<file path="config.mk">
export PLATFORM = sky130hd
export DESIGN_NAME = alu_result_stage
export DESIGN_NICKNAME = d
export VERILOG_FILES = /design/src/rtl/pico.sv /design/src/rtl/alu_result_stage.sv
export SDC_FILE = /design/constraint.sdc
export NUM_CORES = 1
export LEC_CHECK = 0
export CORE_UTILIZATION = 46
export DETAILED_ROUTE_END_ITERATION = 10
export GPL_TIMING_DRIVEN = 0
export PLACE_DENSITY = 0.9
export SLEW_MARGIN = 20
export SYNTH_ARGS = -nofsm -noshare
export SYNTH_HDL_FRONTEND = slang
export SYNTH_SLANG_ARGS = --single-unit
</file>
<file path="constraint.sdc">
create_clock -name clk_i -period 2.2 [get_ports clk_i]
set_clock_uncertainty 0.2 [all_clocks]
set_input_delay 0.55 -clock clk_i [delete_from_list [all_inputs] [get_ports clk_i]]
set_output_delay 0.55 -clock clk_i [all_outputs]
set_load 0.1 [all_outputs]
</file>
<file path="src/rtl/pico.sv">
// pico: shared ALU data width, operation encoding and flag layout
package pico;
  localparam int N = 8;
  typedef enum logic [3:0] {F_ADD, F_SUB, F_AND, F_OR, F_XOR, F_NOT, F_MUL, F_A, F_SHL, F_SHR} funcALU;
  typedef struct packed {logic c; logic v; logic z; logic n;} flagsALU;
endpackage

</file>
<file path="src/rtl/alu_result_stage.sv">
// alu_result_stage: 2-entry skid buffer after the ALU, status register {C,V,Z,N} and condition evaluation
// Ports: clk_i/rst_i (async active-high reset); valid_i/ready_o + r_i/flags_i/op_i/dst_i/we_i from the ALU;
//   valid_o/ready_i + r_o/dst_o/we_o toward writeback; status_o, flag_upd_o; cond_i -> cond_true_o.
// Config macro PICO_FLAG_BYPASS_EN: condition evaluated on the status being written this cycle.
module alu_result_stage
  import pico::*;
#(
  parameter int      AW         = 3,
  parameter flagsALU INIT_FLAGS = 4'b0000
) (
  input  logic          clk_i,
  input  logic          rst_i,
  input  logic          valid_i,
  output logic          ready_o,
  input  logic [N-1:0]  r_i,
  input  flagsALU       flags_i,
  input  funcALU        op_i,
  input  logic [AW-1:0] dst_i,
  input  logic          we_i,
  output logic          valid_o,
  input  logic          ready_i,
  output logic [N-1:0]  r_o,
  output logic [AW-1:0] dst_o,
  output logic          we_o,
  output flagsALU       status_o,
  output logic          flag_upd_o,
  input  logic [3:0]    cond_i,
  output logic          cond_true_o
);
  typedef struct packed {
    logic [N-1:0]  r;
    logic [AW-1:0] dst;
    logic          we;
  } entry_t;
  entry_t  main_q, main_d, skid_q, skid_d, in_e;
  logic    main_v_q, main_v_d, skid_v_q, skid_v_d;
  flagsALU status_q, status_d, eval_f;
  logic    upd_q, upd_d, acc, drn, arith, logic_op;
  function automatic logic eval_cond(input flagsALU f, input logic [3:0] c);
    case (c)
      4'd0:    return 1'b1;
      4'd1:    return f.z;
      4'd2:    return ~f.z;
      4'd3:    return f.c;
      4'd4:    return ~f.c;
      4'd5:    return f.n;
      4'd6:    return ~f.n;
      4'd7:    return f.v;
      4'd8:    return ~f.v;
      4'd9:    return f.c & ~f.z;
      4'd10:   return ~f.c | f.z;
      4'd11:   return f.n == f.v;
      4'd12:   return f.n != f.v;
      4'd13:   return ~f.z & (f.n == f.v);
      4'd14:   return f.z | (f.n != f.v);
      default: return 1'b0;
    endcase
  endfunction
  // ready_o comes straight from a flop, so there is no ready_i -> ready_o path
  assign ready_o = ~skid_v_q;
  assign valid_o = main_v_q;
  assign r_o     = main_q.r;
  assign dst_o   = main_q.dst;
  assign we_o    = main_q.we;
  assign status_o   = status_q;
  assign flag_upd_o = upd_q;
  always_comb begin
    acc      = valid_i & ready_o;
    drn      = main_v_q & ready_i;
    in_e     = '{r: r_i, dst: dst_i, we: we_i};
    main_v_d = main_v_q;
    skid_v_d = skid_v_q;
    main_d   = main_q;
    skid_d   = skid_q;
    // skid full implies ready_o=0, so no accept can coincide with the skid->main move
    if (drn & skid_v_q) begin
      main_d   = skid_q;
      skid_v_d = 1'b0;
    end else if (drn | ~main_v_q) begin
      main_v_d = acc;
      main_d   = acc ? in_e : main_q;
    end else if (acc) begin
      skid_v_d = 1'b1;
      skid_d   = in_e;
    end
  end
  // ALU Z only tracks the adder, so logic/mul ops get Z from the result itself
  always_comb begin
    arith    = op_i inside {F_ADD, F_SUB};
    logic_op = op_i inside {F_AND, F_OR, F_XOR, F_NOT, F_MUL};
    upd_d    = acc & (arith | logic_op);
    status_d = ~upd_d ? status_q
             : arith  ? flags_i
             :          flagsALU'({status_q.c, status_q.v, ~|r_i, flags_i.n});
  end
`ifdef PICO_FLAG_BYPASS_EN
  assign eval_f = status_d;
`else
  assign eval_f = status_q;
`endif
  assign cond_true_o = eval_cond(eval_f, cond_i);
  always_ff @(posedge clk_i or posedge rst_i) begin
    if (rst_i) begin
      main_v_q <= 1'b0;
      skid_v_q <= 1'b0;
      main_q   <= '0;
      skid_q   <= '0;
      status_q <= INIT_FLAGS;
      upd_q    <= 1'b0;
    end else begin
      main_v_q <= main_v_d;
      skid_v_q <= skid_v_d;
      main_q   <= main_d;
      skid_q   <= skid_d;
      status_q <= status_d;
      upd_q    <= upd_d;
    end
  end
endmodule
</file>
==> Flow_metrics.wiki <==
{| class="wikitable"
! Metric !! Value
|-
| Run status || complete, but fails checks
|-
| Violations in the final reports || setup timing
|-
| Mean Syn Cell Area || 11.2 µm²
|-
| Antenna violation net count after detailed routing || 0
|-
| Transition time at the pin with the least slew margin || 0.961 ns
|-
| Worst hold-check path type || reg -> reg
|-
| Critical path data required time || 1.45 ns
|-
| RSZ-0062 raised after global routing || true
|-
| Total wirelength of the detailed-routed design || 3.84 mm
|-
| Syn Inst Count || 137
|-
| Nets@finish || 220
|-
| Clock sink total || 31
|-
| Top area cells in the synthesized netlist || dfrtp_1, mux2_2, mux2i_1
|-
| Height of the chip || 59.8 µm
|-
| WL per Instance || 16.2 µm
|-
| Critical path data arrival time || 1.94 ns
|-
| Final routed DRC violation total || 0
|-
| I/O pin count || 48
|-
| Total global routing overflow || 0
|-
| Initial antenna violation count || 0
|-
| Final period demand of the worst path || 2.69 ns
|-
| Root buffer cell || clkbuf_4
|-
| Max-slew headroom || 0.362
|-
| Area added between synthesis and finish || 45.2%
|-
| Chip width || 59.8 µm
|-
| Iteration-0 DRC count of the detailed router || 49
|-
| Layout fillers || 229
|-
| Total CTS buffers || 5
|-
| Yosys warnings || 0
|-
| Worst-path maximum fanout || 9
|-
| Top cell type's share of synthesized area || 0.505
|-
| Flip-flop and latch count after synthesis || 31
|-
| Count of standard-cell rows || 20
|-
| Number of buffers on the longest clock path || 2
|-
| Number of global-route vias before repair || 1317
|-
| Total core area || 3100 µm²
|-
| H-tree depth || 2
|-
| Library cell occupying the most area in the post-synthesis netlist || dfrtp_1
|-
| Nets in the synthesized netlist || 165
|-
| CTS tree || built
|-
| Final core occ || 0.718
|-
| Maximum clock rate || 371 MHz
|-
| Kind of capture point of the worst setup path || output port
|-
| Async set-or-reset flop fraction in the synthesized netlist || 1.00
|-
| Detailed-route vias per instance || 5.36
|-
| Die area || 3570 µm²
|-
| Count of final setup violators || 2
|-
| Count of distinct cell types in the synthesized netlist || 37
|-
| First-pass GRT wire length || 6.18 mm
|-
| Area used by sequential logic in the layout || 787 µm²
|-
| Number of max-capacitance violations reported || 0
|-
| Worst slack at placement || -1.65 ns
|-
| Pins over their slew limit || 0
|-
| Area of the multi-input gates || 747 µm²
|-
| Number of iterations in the first detailed-routing pass || 5
|-
| Setup CP Type || reg -> out
|-
| Number of enable-type register cells in the synthesized netlist || 0
|-
| Post-DP HPWL || 2.62 mm
|-
| Final worst-path setup slack || -0.494 ns
|-
| Total via count after detailed routing || 1271
|-
| Portion of the post-synthesis area used by sequential elements || 0.505
|-
| Placer's final routability congestion estimate || 0.790
|-
| Share of post-route cells with drive strength above 1 || 0.342
|-
| Top cell types by occurrence after synthesis || dfrtp_1, a21oi_1, nor2_1
|-
| Final Hold Fails || 0
|-
| Final period utilization || 1.22
|-
| Total routing usage reported by global routing || 0.243
|-
| Antenna cells || 0
|-
| Starting utilization of the core area || 0.495
|-
| Post-synthesis cell area || 1540 µm²
|-
| Post-synth top flop || dfrtp_1
|-
| Clock input transition at the sequential cells of the worst setup and hold paths || 0.11 ns
|-
| Most frequent cell after synthesis || dfrtp_1
|-
| Worst-skew pair later-pin latency || 0.34 ns
|-
| Pin count of the biggest net entering global routing || 32
|-
| Port buffer count || 46
|-
| Launching element type of the critical path || flop
|}
kinds of logic after synthesis:
group,after synthesis,synth area share
AND/OR/NAND/NOR,32,0.115
multiplexers,28,0.200
AO/OA/AOI/OAI,31,0.135
buffers and inverters,14,0.0391
XOR/XNOR,1,0.00571
flip-flops,31,0.505
stage by stage:
stage	hold slack (ns)	setup TNS, ns	instances	cell area [µm²]
4_1_cts	0.324	-0.883	237	2220
3_5_place_dp	0.300	-6.09	227	2090
6_report	0.320	-0.663	237	2230
5_1_grt	0.343	-0.801	237	2230
3_3_place_gp	0.289	-5.60	227	2090
2_1_floorplan	0.280	-0.489	137	1580
timing repair:
| action | 4_1_cts | 5_1_grt |
|---|---|---|
| resized for setup | 72 | 5 |
| endpoints found under the setup margin | 20 | 4 |
| setup buffers | 2 | 0 |
| hold buffers | 0 | 0 |
| pin swaps | 2 | 0 |
registers in the layout, indices dropped and copies added (netlist names):
register / flops
dst_o: 3
flag_upd_o: 1
we_o: 1
valid_o: 1
skid_v_q: 1
skid_q: 12
status_o: 4
r_o: 8
layer usage:
metal  routed length (µm)  part of all wire  global-route usage
met1                 1570              0.41               0.276
met2                 1920              0.50               0.425
met3                  297             0.077              0.0844
met4                   44             0.011              0.0764
met5                    0                 0                   0
path summary, 6_finish.rpt:
path	from	to	slack, ns	cells after the start
setup reg to reg	skid_v_q	skid_q[5]	0.33	4
max in group asynchronous	rst_i	status_o[1]	0.90	2
min in group asynchronous	rst_i	r_o[0]	0.40	2
hold / removal	skid_q[4]	skid_q[4]	0.32	1
hold reg to reg	skid_q[4]	skid_q[4]	0.32	1
setup / recovery	status_o[2]	cond_true_o	-0.49	6
area by class of cell:
cell class,count,area share
Tap cell,44,0.0247
Buffer,7,0.0225
Inverter,7,0.0118
Clock buffer,7,0.0292
Sequential cell,31,0.353
Multi-Input combinational cell,92,0.335
Timing Repair Buffer,48,0.220
Clock inverter,1,0.00337
placed cells by master (no fill, tap or decap), types with 2 or more instances in the layout:
cell type        count
dfrtp_4              2
a22oi_2              2
clkbuf_4             5
nor2_1              15
mux2_4               2
nand2_1              5
dfrtp_2              3
clkdlybuf4s50_1     23
nor4_1               2
clkbuf_1             2
inv_1                6
clkdlybuf4s15_2     16
o22ai_1              2
buf_2                3
mux2_2              13
clkbuf_8             3
dlygate4sd2_1        4
buf_4                3
a21oi_1             15
mux2i_1             12
dfrtp_1             26
critical path, cell delays in order (launching register included):
cell and delay (ns):
dfrtp_4 0.49, buf_6 0.15, xnor2_1 0.13, a22oi_2 0.18, mux2i_2 0.29, a2bb2oi_4 0.18
buf_12 0.18
Power is left out: the tool's default activity adds up to more than one toggle a clock period on the data nets, which glitch-free logic cannot reach.
==> edit (same settings) <==
Add a define of `PICO_FLAG_BYPASS_EN`.
--- a/src/rtl/alu_result_stage.sv
+++ b/src/rtl/alu_result_stage.sv
@@ -2,6 +2,8 @@
 // Ports: clk_i/rst_i (async active-high reset); valid_i/ready_o + r_i/flags_i/op_i/dst_i/we_i from the ALU;
 //   valid_o/ready_i + r_o/dst_o/we_o toward writeback; status_o, flag_upd_o; cond_i -> cond_true_o.
 // Config macro PICO_FLAG_BYPASS_EN: condition evaluated on the status being written this cycle.
+`define PICO_FLAG_BYPASS_EN
+
 module alu_result_stage
   import pico::*;
 #(
Function: changed (Yosys sat finds a counterexample within 4 cycles, from zero or initial values and one cycle with rst_i high).
==> edit against the unedited design <==
The run still ends with negative setup slack left; design area up 7.9%; setup slack got worse by 0.50 ns; hold slack got worse by 0.0082 ns; area after synthesis is 8.6% higher; register-to-register slack got worse by 0.25 ns; critical path depth up 1; sequential cell count unchanged; die area rose by 8.3%; cell count is 13% higher; synthesized cell count grew 19%; wire length rose by 9.9%; critical endpoint unchanged.
==> edit: results (changes against the unedited design) <==
critPathArrivalTime_ns: 2.44  # +0.50 ns
reg2reg_depth: 7  # +3
met3_usage: 0.0441  # -0.0403
num-nonclk-buffers: 60  # +9.1%
synth_top_cells_by_count: "dfrtp_1 (31), nor2_1 (18), a21oi_1 (16)"
wire_per_inst_um: 15.8  # -2.5%
setup_viol: 1  # -1
min_from: "skid_q[7]$_DFFE_PP0P_"
wl_met1_um: 1870  # +19%
track_usage: 0.219  # -0.0239
regToRegSetupSlack_ns: 0.08  # -0.25 ns
slowest_delay_ns: 0.42  # -0.07 ns
worstPathMaxFanout: 4  # -5
placed_area_mm2: 0.00219  # +4.7%
yosysSeqAreaShare: 0.465  # -0.0398
ys_types: 42  # +14%
clkbuf_count: 6  # -1
n_fill_cell: 242  # +5.7%
ys_top_cells_by_area: "dfrtp_1 (47%), mux2_2 (8.1%), mux2i_1 (7.8%)"
post_cts_buffers: 4  # +2
crit_family: "simple AND/OR/NAND/NOR gates"
grt_pass1_vias: 1405  # +6.7%
syn_area_mm2: 0.00167  # +8.6%
gp_congestion: 0.855  # +8.1%
min_to: "skid_q[7]$_DFFE_PP0P_"
dr.pass1.iters: 4  # -1
clock_cell_area_share: 0.0234  # -0.00915
met1_usage: 0.288  # +0.0123
place_hpwl_um: 2840  # +8.4%
run_status: "complete, but fails checks"
inverters: 5  # -2
holdWs_ns: 0.312  # -0.00821 ns
cts.clk_slew.worst_paths_ns: 0.09  # -0.02 ns
synthesis.nets: 191  # +16%
fin_ws_ns: -0.991  # -0.497 ns
insertion_delay_ns: 0.32  # -0.02 ns
multi_input_gates: 118  # +28%
drive_above_1_share: 0.367  # +0.0245
synth_top_family_by_area: "simple AND/OR/NAND/NOR gates"
slew_headroom: 0.578  # +0.216
violations: "negative setup slack"
r2r_end: "skid_q[0]$_DFFE_PP0P_"
use_met2: 0.367  # -0.0586
bufAreaShareNonClock: 0.231  # -0.0116
wl_met3_um: 133  # -55%
cp_slowest_cell: "dfrtp_2"
edit: through the flow:
step / TNS, ns / worst slack (ns) / cells / total power, mW / util
4_1_cts: -1.08 / -1.08 / 264 / 3.76 / 0.676
3_3_place_gp: -9.65 / -2.23 / 253 / 3.37 / 0.641
5_1_grt: -1.09 / -1.09 / 267 / 4.03 / 0.704
6_report: -0.991 / -0.991 / 267 / 3.87 / 0.704
3_5_place_dp: -10.31 / -2.23 / 253 / 3.42 / 0.641
2_1_floorplan: -1.20 / -1.20 / 163 / 2.85 / -
edit: worst max-delay path by stage:
stage / from / end / slack (ns) / cells past startpoint
CTS: skid_v_q$_DFFE_PP0P_ / cond_true_o / -1.08 / 7
global route: skid_v_q$_DFFE_PP0P_ / cond_true_o / -1.09 / 7
finish: skid_v_q$_DFFE_PP0P_ / cond_true_o / -0.99 / 7
detailed placement: valid_i / cond_true_o / -2.23 / 8
floorplan: op_i[3] / cond_true_o / -1.20 / 6
global placement: valid_i / cond_true_o / -2.23 / 8
